<file path="config.mk">
export PLATFORM = sky130hd
export DESIGN_NAME = mem_port_arbiter
export DESIGN_NICKNAME = d
export VERILOG_FILES = /design/src/rtl/mem_port_arbiter_pkg.sv /design/src/rtl/mem_port_arbiter_rr_pick.sv /design/src/rtl/mem_port_arbiter.sv
export SDC_FILE = /design/constraint.sdc
export NUM_CORES = 1
export LEC_CHECK = 0
export ABC_AREA = 1
export BUFFER_PORTS_ARGS = -buffer_cell sky130_fd_sc_hd__buf_4
export CAP_MARGIN = 20
export CORE_AREA = 4 4 261 263
export DETAILED_ROUTE_END_ITERATION = 8
export DIE_AREA = 0 0 265 267
export HOLD_SLACK_MARGIN = 0.06
export SYNTH_ARGS = -nofsm -noshare
export SYNTH_HDL_FRONTEND = slang
export SYNTH_HIERARCHICAL = 1
export SYNTH_SLANG_ARGS = --single-unit
</file>
<file path="constraint.sdc">
create_clock -name clock -period 15.85 [get_ports clock]
set_input_delay 1.585 -clock clock [delete_from_list [all_inputs] [get_ports clock]]
set_output_delay 1.585 -clock clock [all_outputs]
set_load 0.02 [all_outputs]
</file>
<file path="src/rtl/mem_port_arbiter_pkg.sv">
// Shared types and constants for the memory port arbiter: FSM state encodings,
// arbitration mode values and default block address/data widths.
package mem_port_arbiter_pkg;

    typedef enum logic [1:0] {
        ARB_IDLE    = 2'd0,
        ARB_RD      = 2'd1,
        ARB_WR      = 2'd2,
        ARB_RELEASE = 2'd3
    } arb_state_t;

    localparam int ARB_FIXED = 0;
    localparam int ARB_RR    = 1;

    localparam int DEF_ADDR_W = 8;
    localparam int DEF_DATA_W = 128;

    // A single channel still needs a 1-bit pointer/index signal.
    function automatic int ptr_width(input int n);
        return (n > 1) ? $clog2(n) : 1;
    endfunction

endpackage

</file>
<file path="src/rtl/mem_port_arbiter_rr_pick.sv">
// Combinational winner selection: one-hot grant plus binary index, either the
// lowest requesting channel or the first one at or after rr_ptr (wrapping).
module mem_port_arbiter_rr_pick
    import mem_port_arbiter_pkg::*;
#(
    parameter int NUM_CH   = 2,
    parameter int ARB_MODE = ARB_RR,
    localparam int PTR_W   = ptr_width(NUM_CH)
) (
    input  logic [NUM_CH-1:0] req,
    input  logic [PTR_W-1:0]  rr_ptr,
    output logic [NUM_CH-1:0] grant,
    output logic [PTR_W-1:0]  grant_idx,
    output logic              any_req
);

    int               start_idx;
    int               idx;
    logic [PTR_W-1:0] sel;
    logic             found;

    assign any_req = |req;

    always_comb begin
        grant     = '0;
        grant_idx = '0;
        found     = 1'b0;
        idx       = 0;
        sel       = '0;
        start_idx = (ARB_MODE == ARB_RR) ? int'(rr_ptr) : 0;
        for (int k = 0; k < NUM_CH; k++) begin
            idx = start_idx + k;
            if (idx >= NUM_CH) begin
                idx = idx - NUM_CH;
            end
            sel = PTR_W'(idx);
            if (!found && req[sel]) begin
                found      = 1'b1;
                grant[sel] = 1'b1;
                grant_idx  = sel;
            end
        end
    end

endmodule

</file>
<file path="src/rtl/mem_port_arbiter.sv">
// Shares one block-wide memory port among NUM_CH cache controllers, granting one
// whole read or write transaction at a time with fully registered outputs.
module mem_port_arbiter
    import mem_port_arbiter_pkg::*;
#(
    parameter int NUM_CH   = 2,
    parameter int ADDR_W   = DEF_ADDR_W,
    parameter int DATA_W   = DEF_DATA_W,
    parameter int ARB_MODE = ARB_RR
) (
    input  logic                     clock,
    input  logic                     reset,
    input  logic [NUM_CH-1:0]        ch_ren,
    input  logic [NUM_CH-1:0]        ch_wen,
    input  logic [NUM_CH*ADDR_W-1:0] ch_block_address,
    input  logic [NUM_CH*DATA_W-1:0] ch_din,
    output logic [NUM_CH-1:0]        ch_ready,
    output logic [NUM_CH-1:0]        ch_done,
    output logic [DATA_W-1:0]        ch_dout,
    output logic [NUM_CH-1:0]        ch_grant,
    output logic                     mem_ren,
    output logic                     mem_wen,
    output logic [ADDR_W-1:0]        mem_block_address,
    output logic [DATA_W-1:0]        mem_din,
    input  logic                     mem_ready,
    input  logic                     mem_done,
    input  logic [DATA_W-1:0]        mem_dout
);

    localparam int PTR_W = ptr_width(NUM_CH);

    arb_state_t       state;
    logic [PTR_W-1:0] rr_ptr;
    logic [PTR_W-1:0] owner;
    logic [PTR_W-1:0] pick_idx;
    logic [NUM_CH-1:0] pick;
    logic             any_req;
    logic [ADDR_W-1:0] addr_arr [NUM_CH];
    logic [DATA_W-1:0] din_arr  [NUM_CH];

    for (genvar i = 0; i < NUM_CH; i++) begin : g_unpack
        assign addr_arr[i] = ch_block_address[i*ADDR_W +: ADDR_W];
        assign din_arr[i]  = ch_din[i*DATA_W +: DATA_W];
    end

    mem_port_arbiter_rr_pick #(
        .NUM_CH   (NUM_CH),
        .ARB_MODE (ARB_MODE)
    ) u_pick (
        .req       (ch_ren | ch_wen),
        .rr_ptr    (rr_ptr),
        .grant     (pick),
        .grant_idx (pick_idx),
        .any_req   (any_req)
    );

    // Pulses default low every cycle; the owner index is latched at grant so
    // later changes on the request lines cannot redirect a pulse.
    always_ff @(posedge clock or posedge reset) begin
        if (reset) begin
            state             <= ARB_IDLE;
            rr_ptr            <= '0;
            owner             <= '0;
            ch_ready          <= '0;
            ch_done           <= '0;
            ch_dout           <= '0;
            ch_grant          <= '0;
            mem_ren           <= 1'b0;
            mem_wen           <= 1'b0;
            mem_block_address <= '0;
            mem_din           <= '0;
        end else begin
            ch_ready <= '0;
            ch_done  <= '0;
            case (state)
                ARB_IDLE: begin
                    if (any_req) begin
                        owner             <= pick_idx;
                        ch_grant          <= pick;
                        mem_block_address <= addr_arr[pick_idx];
                        mem_din           <= din_arr[pick_idx];
                        // A held write goes first so a dirty writeback precedes its fill.
                        if (ch_wen[pick_idx]) begin
                            mem_wen <= 1'b1;
                            state   <= ARB_WR;
                        end else begin
                            mem_ren <= 1'b1;
                            state   <= ARB_RD;
                        end
                    end
                end
                ARB_RD: begin
                    if (mem_ready) begin
                        ch_dout         <= mem_dout;
                        ch_ready[owner] <= 1'b1;
                        mem_ren         <= 1'b0;
                        state           <= ARB_RELEASE;
                    end
                end
                ARB_WR: begin
                    if (mem_done) begin
                        ch_done[owner] <= 1'b1;
                        mem_wen        <= 1'b0;
                        state          <= ARB_RELEASE;
                    end
                end
                ARB_RELEASE: begin
                    ch_grant <= '0;
                    rr_ptr   <= (owner == PTR_W'(NUM_CH - 1)) ? '0 : owner + PTR_W'(1);
                    state    <= ARB_IDLE;
                end
                default: begin
                    state <= ARB_IDLE;
                end
            endcase
        end
    end

endmodule
</file>
==> results of run 1 <==
sequential cells by signal, summed over array words and instances (netlist names):
name / cells
ch_done: 2
ch_grant: 2
mem_din: 128
ch_dout: 128
state: 2
owner: 1
ch_ready: 2
mem_ren: 1
rr_ptr: 1
mem_block_address: 8
mem_wen: 1
logic make-up after synthesis:
| family | count (synthesis) | synth area share (%) |
|---|---|---|
| AND/OR/NAND/NOR | 315 | 10.02 |
| AO/OA/AOI/OAI | 281 | 12.91 |
| flip-flops | 276 | 57.29 |
| multiplexers | 128 | 14.70 |
| buffers and inverters | 92 | 4.567 |
| adder cells (fa/ha/maj) | 5 | 0.5189 |
Yosys cell counts:
library cell / count
sky130_fd_sc_hd__dfrtp_1: 276
sky130_fd_sc_hd__a21oi_1: 237
sky130_fd_sc_hd__nand2_1: 158
sky130_fd_sc_hd__nor2_1: 143
sky130_fd_sc_hd__mux2_4: 88
sky130_fd_sc_hd__buf_2: 44
sky130_fd_sc_hd__a21oi_2: 40
sky130_fd_sc_hd__mux2_2: 40
sky130_fd_sc_hd__buf_6: 19
sky130_fd_sc_hd__inv_1: 17
sky130_fd_sc_hd__clkbuf_1: 8
sky130_fd_sc_hd__nand3_1: 6
sky130_fd_sc_hd__ha_1: 5
sky130_fd_sc_hd__o21ai_0: 4
sky130_fd_sc_hd__or2_2: 3
sky130_fd_sc_hd__buf_4: 2
sky130_fd_sc_hd__nand4_1: 2
sky130_fd_sc_hd__nor3_1: 2
sky130_fd_sc_hd__buf_1: 1
sky130_fd_sc_hd__inv_2: 1
sky130_fd_sc_hd__nand2_2: 1
final cells by class:
type	count	area, µm²
Fill cell	6851	46660
Sequential cell	276	6907
Timing Repair Buffer	689	5172
Multi-Input combinational cell	729	4631
Tap cell	864	1081
Clock buffer	50	1015
Inverter	18	80.08
Clock inverter	10	77.57
path summary, 6_finish.rpt:
| path | start | cells after the start | slack (ns) | end |
|---|---|---|---|---|
| min in group asynchronous | reset | 2 | 1.10 | mem_din[33]$_DFFE_PP0P_ |
| hold reg to reg | mem_ren$_DFFE_PP0P_ | 2 | 0.48 | mem_ren$_DFFE_PP0P_ |
| max in group asynchronous | reset | 4 | 12.60 | ch_dout[56]$_DFFE_PP0P_ |
| setup / recovery | ch_wen[0] | 9 | 11.94 | mem_din[28]$_DFFE_PP0P_ |
| setup reg to reg | state[1]$_DFFE_PP0P_ | 6 | 12.50 | ch_dout[43]$_DFFE_PP0P_ |
| hold / removal | mem_ren$_DFFE_PP0P_ | 2 | 0.48 | mem_ren$_DFFE_PP0P_ |
per-layer routing:
| metal | global-route usage [%] | wire length (µm) |
|---|---|---|
| met2 | 22.04 | 23780 |
| met1 | 13.33 | 16550 |
| met4 | 4.426 | 1560 |
| met5 | 0 | 13 |
| met3 | 4.102 | 4335 |
where the power goes:
group | total (W) | internal, W | leakage, nW | switching [W]
Clock | 0.000770 | 0.000460 | 0.541 | 0.000310
Sequential | 0.00129 | 0.00107 | 3.19 | 0.000219
Combinational | 0.00214 | 0.000937 | 5.52 | 0.00121
Total | 0.00420 | 0.00247 | 9.25 | 0.00173
stage by stage:
stage	setup slack [ns]	instances	total power (W)
after floorplan	6.656	1097	0.002555
after global placement	11.44	2576	0.003413
after detailed placement	11.41	2576	0.003460
after CTS	11.99	2636	0.004260
after global routing	11.73	2636	0.004453
final	11.94	2636	0.004201
worst max-delay path: stages:
cell and delay, ns:
sky130_fd_sc_hd__buf_4 0.08, sky130_fd_sc_hd__or2_2 0.15, sky130_fd_sc_hd__inv_1 0.07, sky130_fd_sc_hd__nand2_1 0.26, sky130_fd_sc_hd__nand2_8 0.37, sky130_fd_sc_hd__inv_4 0.71, sky130_fd_sc_hd__buf_4 0.74, sky130_fd_sc_hd__nor2_1 0.08
sky130_fd_sc_hd__a21oi_1 0.17
==> out/summary.txt, run 1 <==
===============================================================================================
FF+latch count, synth ............................................................          276
Hold Slack .......................................................................    0.4849 ns
Number of setup buffers added after CTS ..........................................            0
Total standard cell area after synthesis .........................................    12060 µm²
Routed vias ......................................................................        10790
Fraction of synthesized cell area taken by the top area cell type ................       57.29%
Post-route antenna net violation count ...........................................            0
Fraction of final layout cells with drive strength greater than 1 ................       51.75%
Worst path arrival time ..........................................................      4.35 ns
Number of core rows ..............................................................           94
Die span in x ....................................................................       265 µm
Top fanout value on the critical path ............................................           70
Die footprint ....................................................................    70760 µm²
Global route overflow ............................................................            0
Area of the core .................................................................    65630 µm²
Area post-placement ..............................................................    17870 µm²
Post-detailed-route DRC marker count .............................................            0
Number of clock buffers inserted by TritonCTS ....................................           34
I/O pin count ....................................................................          680
Shortest period the worst path allows ............................................     3.915 ns
Unrepaired setup endpoints after global routing ..................................           no
Wire length of the first global-routing pass .....................................     68.59 mm
Utilization after layout .........................................................       28.90%
Final worst-path cycle share .....................................................       24.70%
Layout Area Growth over Synthesis ................................................       57.30%
Startpoint types .................................................................    input pin
Vertical die dimension ...........................................................       267 µm
Most common cell after layout, fill and taps aside ............................... sky130_fd_sc_hd__buf_4
Cells after synthesis ............................................................         1097
Average vias per placed instance .................................................        4.091
Number of antenna violations at the first check in global routing ................            1
Maximum clock skew at final layout ...............................................  0.006569 ns
Leakage Power ....................................................................     9.248 nW
Type of the worst min-delay path ................................................. register to register
Layout Nets ......................................................................         2161
Measured slew at the worst slew-check pin ........................................    0.9848 ns
Yosys synthesis warning count ....................................................            6
Largest voltage drop on the vdd net ..............................................   0.09629 mV
Rel. slew slack ..................................................................       34.35%
Post-Synthesis Mean Instance Area ................................................    10.99 µm²
Final cell area excluding filler cells ...........................................    18960 µm²
Drt initial violations ...........................................................          560
Run status ....................................................................... finished clean
Setup violations, final ..........................................................            0
Post-synth net total .............................................................         1510
Clock input transition at the sequential cells of the worst setup and hold paths .      0.06 ns
Post-synthesis sequential area ratio .............................................       57.29%
Power density over the cells ..................................................... 221.5 nW/µm²
Root Buffer Master ............................................................... sky130_fd_sc_hd__clkbuf_16
Leading post-synthesis cells by cell area ........................................ sky130_fd_sc_hd__dfrtp_1 (57%), sky130_fd_sc_hd__mux2_4 (11%), sky130_fd_sc_hd__a21oi_1 (9.8%)
Kind of critical path ............................................................ input pin to register
H-tree depth reported by CTS .....................................................            2
Half-perimeter wire length after detailed placement ..............................     34.36 mm
Max-slew violations ..............................................................            0
Highest clock rate ...............................................................    255.4 MHz
Final Hold Fails .................................................................            0
Commonest cells after routing, fill and taps aside ............................... sky130_fd_sc_hd__buf_4 (689), sky130_fd_sc_hd__dfrtp_1 (276), sky130_fd_sc_hd__a21oi_1 (236)
Starting density of the core .....................................................       18.37%
Vias in the first global route ...................................................        11590
Total Wirelength .................................................................     46.23 mm
Largest net degree at the start of global routing ................................           83
CTS hold repair buffers ..........................................................            0
CTS max path bufs ................................................................            3
Post-CTS Resized .................................................................            0
Average routed wire per standard cell ............................................     17.54 µm
Setup TNS ........................................................................         0 ns
I/O Buffers ......................................................................          679
Clock latency on the worst-skew pair .............................................      0.53 ns
Max-cap violation count ..........................................................            0
Required time at the worst-slack endpoint ........................................     16.29 ns
Clock tree from TritonCTS ........................................................         done
Cell variety after synth .........................................................           21
Antenna diode count ..............................................................            0
GP Congestion ....................................................................       0.8272
Most area-hungry cell type in the Yosys netlist .................................. sky130_fd_sc_hd__dfrtp_1
Global-route usage over all layers ...............................................       12.20%
Setup crit end kind ..............................................................     register
Clock sink total .................................................................          276
First-pass iteration count of the detailed router ................................            5
===============================================================================================
Power figures use the tool's default switching activity.
==> inputs of run 2 (changes only) <==
Settings changed: ABC_AREA 1 to 0, CORE_AREA 4 4 261 263 to 4 4 264 266, DIE_AREA 0 0 265 267 to 0 0 268 270.
Clock period 15.85 ns to 3.2 ns, I/O delays scaled along.
==> out/summary.txt, run 2 <==
===============================================================================================
Post-synth net total .............................................................         1337   -11%
CTS max path bufs ................................................................            3   unchanged
Root Buffer Master ............................................................... sky130_fd_sc_hd__clkbuf_16
GP Congestion ....................................................................       0.8268   about the same
Global-route usage over all layers ...............................................       12.44%   +0.24 points
Final Hold Fails .................................................................            0   unchanged
Vertical die dimension ...........................................................       270 µm   +1.1%
Clock input transition at the sequential cells of the worst setup and hold paths .      0.06 ns   about the same
Worst setup slack before clock tree synthesis ....................................    0.9579 ns   -10.45 ns
Clock tree from TritonCTS ........................................................         done
Type of the worst min-delay path ................................................. input pin to register
Kind of critical path ............................................................ register to register
Maximum clock skew at final layout ...............................................  0.009205 ns   +0.002636 ns
Unrepaired setup endpoints after global routing ..................................           no
Post-route antenna net violation count ...........................................            0   unchanged
Die span in x ....................................................................       268 µm   +1.1%
Post-synthesis sequential area ratio .............................................       59.20%   +1.9 points
Number of core rows ..............................................................           95   +1.1%
Beginning of the worst register-to-register path ................................. rr_ptr$_DFFE_PP0P_
Clock power share ................................................................        17.5%   -0.8 points
Comb pwr share ...................................................................        51.5%   +0.5 points
Die footprint ....................................................................    72360 µm²   +2.3%
Total Wirelength .................................................................     48.27 mm   +4.4%
Leading post-synthesis cells by cell area ........................................ sky130_fd_sc_hd__dfrtp_1 (59%), sky130_fd_sc_hd__mux2_2 (13%), sky130_fd_sc_hd__mux2i_1 (12%)
Cell variety after synth .........................................................           29   +38%
Commonest cells after routing, fill and taps aside ............................... sky130_fd_sc_hd__buf_4 (697), sky130_fd_sc_hd__dlygate4sd3_1 (354), sky130_fd_sc_hd__dfrtp_1 (276)
I/O pin count ....................................................................          680   unchanged
I/O Buffers ......................................................................          679   unchanged
Number of antenna violations at the first check in global routing ................            0   -1
Reg-to-Reg End ................................................................... mem_din[43]$_DFFE_PP0P_
Internal power component .........................................................    0.01232 W   +400%
Drt initial violations ...........................................................          431   -23%
CTS hold repair buffers ..........................................................          354   +354
Clock sink total .................................................................          276   unchanged
R2R setup slack ..................................................................      0.81 ns   -11.69 ns
Switching Power ..................................................................   0.008096 W   +370%
Layout Nets ......................................................................         2370   +9.7%
Top fanout value on the critical path ............................................           67   -4.3%
Fraction of final layout cells with drive strength greater than 1 ................       45.13%   -6.6 points
FF+latch count, synth ............................................................          276   unchanged
Starting density of the core .....................................................       17.40%   -0.97 points
Count of cells along the worst register-to-register path .........................            7   +1
Post-Synthesis Mean Instance Area ................................................    12.63 µm²   +15%
Measured slew at the worst slew-check pin ........................................    0.7245 ns   -0.2604 ns
Antenna diode count ..............................................................            0   unchanged
Setup violations, final ..........................................................            0   unchanged
Endpoint of the most critical setup path ......................................... mem_din[43]$_DFFE_PP0P_
Area of the core .................................................................    67040 µm²   +2.2%
Largest net degree at the start of global routing ................................           94   +13%
Critical Path Start .............................................................. rr_ptr$_DFFE_PP0P_
Global route overflow ............................................................            0   unchanged
Run status ....................................................................... finished clean
Rel. slew slack ..................................................................       51.70%   +17 points
Highest clock rate ...............................................................    417.9 MHz
Average routed wire per standard cell ............................................     16.91 µm   -3.6%
Finished Layout Cells ............................................................         2854   +8.3%
Power density over the cells ..................................................... 912.4 nW/µm²   +310%
Wire length of the first global-routing pass .....................................     71.78 mm   +4.6%
Post-detailed-route DRC marker count .............................................            0   unchanged
Max-slew violations ..............................................................            0   unchanged
H-tree depth reported by CTS .....................................................            1   -1
Cells after synthesis ............................................................          924   -16%
Fraction of synthesized cell area taken by the top area cell type ................       59.20%   +1.9 points
Commonest cells post-synth ....................................................... sky130_fd_sc_hd__dfrtp_1 (276), sky130_fd_sc_hd__mux2i_1 (140), sky130_fd_sc_hd__nor2_1 (140), sky130_fd_sc_hd__a21oi_1 (138), sky130_fd_sc_hd__mux2_2 (131)
Half-perimeter wire length after detailed placement ..............................     34.07 mm   -0.85%
Most common cell after layout, fill and taps aside ............................... sky130_fd_sc_hd__buf_4
Hold Slack .......................................................................   0.08795 ns   -0.3969 ns
Final worst-path cycle share .....................................................       74.78%
Vias in the first global route ...................................................        12710   +9.7%
Post-synth EDFFs .................................................................            0   unchanged
Worst setup slack after layout ...................................................    0.8071 ns   -11.13 ns
Most area-hungry cell type in the Yosys netlist .................................. sky130_fd_sc_hd__dfrtp_1
Layout Area Growth over Synthesis ................................................       91.81%
Shortest period the worst path allows ............................................     2.393 ns
Async SR Flop Fraction ...........................................................       100.0%   unchanged
Number of clock buffers inserted by TritonCTS ....................................           31   -8.8%
Clock latency on the worst-skew pair .............................................      0.56 ns   +0.03 ns
Max-cap violation count ..........................................................            0   unchanged
Switching power share of the total ...............................................       39.65%   -1.6 points
Average vias per placed instance .................................................        3.958   -3.3%
First-pass iteration count of the detailed router ................................            5   unchanged
Worst path arrival time ..........................................................      2.83 ns   -1.52 ns
Setup crit end kind ..............................................................     register
Required time at the worst-slack endpoint ........................................      3.63 ns   -12.66 ns
Seq pwr share ....................................................................        31.0%   +0.3 points
Top Registers .................................................................... ch_dout x128, mem_din x128, mem_block_address x8
Dominant synthesized flop cell ................................................... sky130_fd_sc_hd__dfrtp_1
Yosys synthesis warning count ....................................................            6   unchanged
Post-CTS Resized .................................................................            0   unchanged
Total standard cell area after synthesis .........................................    11670 µm²   -3.2%
Largest voltage drop on the vdd net ..............................................    0.5758 mV   +500%
Leakage Power ....................................................................     10.55 nW   +14%
Number of setup buffers added after CTS ..........................................            0   unchanged
Routed vias ......................................................................        11300   +4.7%
Number of placed instances with taps included ....................................         2443   -5.2%
Number of filler instances in the final layout ...................................         6565   -4.2%
Startpoint types .................................................................     register
Library cell with the highest instance count after synthesis ..................... sky130_fd_sc_hd__dfrtp_1
===============================================================================================
==> run 2: through the flow <==
stage | cell area (µm²) | total power, W | util (%) | TNS (ns)
final | 22380 | 0.02042 | 33.38 | 0
after global routing | 22380 | 0.02161 | 33.38 | 0
after CTS | 22380 | 0.02056 | 33.38 | 0
after detailed placement | 17810 | 0.01624 | 26.57 | 0
after global placement | 17810 | 0.01603 | 26.57 | 0
after floorplan | 11670 | 0.01171 | - | -212.90
==> run 2: power by group through the flow <==
stage | sequential [W] | clock, W | combinational, W
after floorplan | 0.00825 | 0 | 0.00346
after global placement | 0.00629 | 0 | 0.00975
after detailed placement | 0.00634 | 0 | 0.00990
after CTS | 0.00632 | 0.00369 | 0.0106
after global routing | 0.00653 | 0.00381 | 0.0113
final | 0.00634 | 0.00357 | 0.0105
==> run 2: worst min path at each step <==
stage | endpoint | startpoint | slack, ns | cells past startpoint
5_1_grt | mem_din[28]$_DFFE_PP0P_ | ch_din[156] | 0.08 | 3
3_5_place_dp | ch_dout[56]$_DFFE_PP0P_ | reset | 0.46 | 2
6_report | mem_din[114]$_DFFE_PP0P_ | ch_din[114] | 0.09 | 3
4_1_cts | mem_din[12]$_DFFE_PP0P_ | ch_din[12] | 0.06 | 3
3_3_place_gp | ch_dout[59]$_DFFE_PP0P_ | reset | 0.46 | 2
2_1_floorplan | ch_done[0]$_DFF_PP0_ | mem_done | 0.44 | 2
==> run 2: layer usage <==
layer / GRT usage (%) / part of all wire (%) / routed length (µm) / vias up
met3: 3.407 / 8.8 / 4243 / 92
met5: 0 / 0 / 0 / -
met2: 23.29 / 51 / 24530 / 536
met4: 4.467 / 3.7 / 1770 / 0
met1: 13.27 / 37 / 17720 / 5388
li1: - / - / - / 5279
==> run 2: logic make-up (layout without fill, tap and decap cells) <==
family          after synthesis  in the layout  share of synthesized area [%]
buf+inv                      70           1127                          3.754
simple gates                152            152                          5.116
flops                       276            276                          59.20
compound gates              150            150                          6.735
fa+ha+maj                     5              5                         0.5363
mux                         271            271                          24.66
==> run 2: cell type report <==
| type | instances | area, µm² | area share (%) |
|---|---|---|---|
| multi-input combinational | 578 | 4343 | 19.41 |
| clock inverter | 10 | 105.1 | 0.4697 |
| tap | 873 | 1092 | 4.881 |
| sequential | 276 | 6907 | 30.87 |
| timing repair buffer | 1061 | 8976 | 40.11 |
| inverter | 9 | 37.54 | 0.1677 |
| clock buffer | 47 | 915.9 | 4.093 |
==> run 2: critical path: stages (launching register included) <==
cell                            delay, ns
sky130_fd_sc_hd__dfrtp_1             0.35
sky130_fd_sc_hd__inv_1               0.08
sky130_fd_sc_hd__a21boi_4            0.16
sky130_fd_sc_hd__buf_12              0.23
sky130_fd_sc_hd__buf_12              0.34
sky130_fd_sc_hd__mux2i_1             0.29
sky130_fd_sc_hd__dlygate4sd3_1       0.58
sky130_fd_sc_hd__a21oi_1             0.07
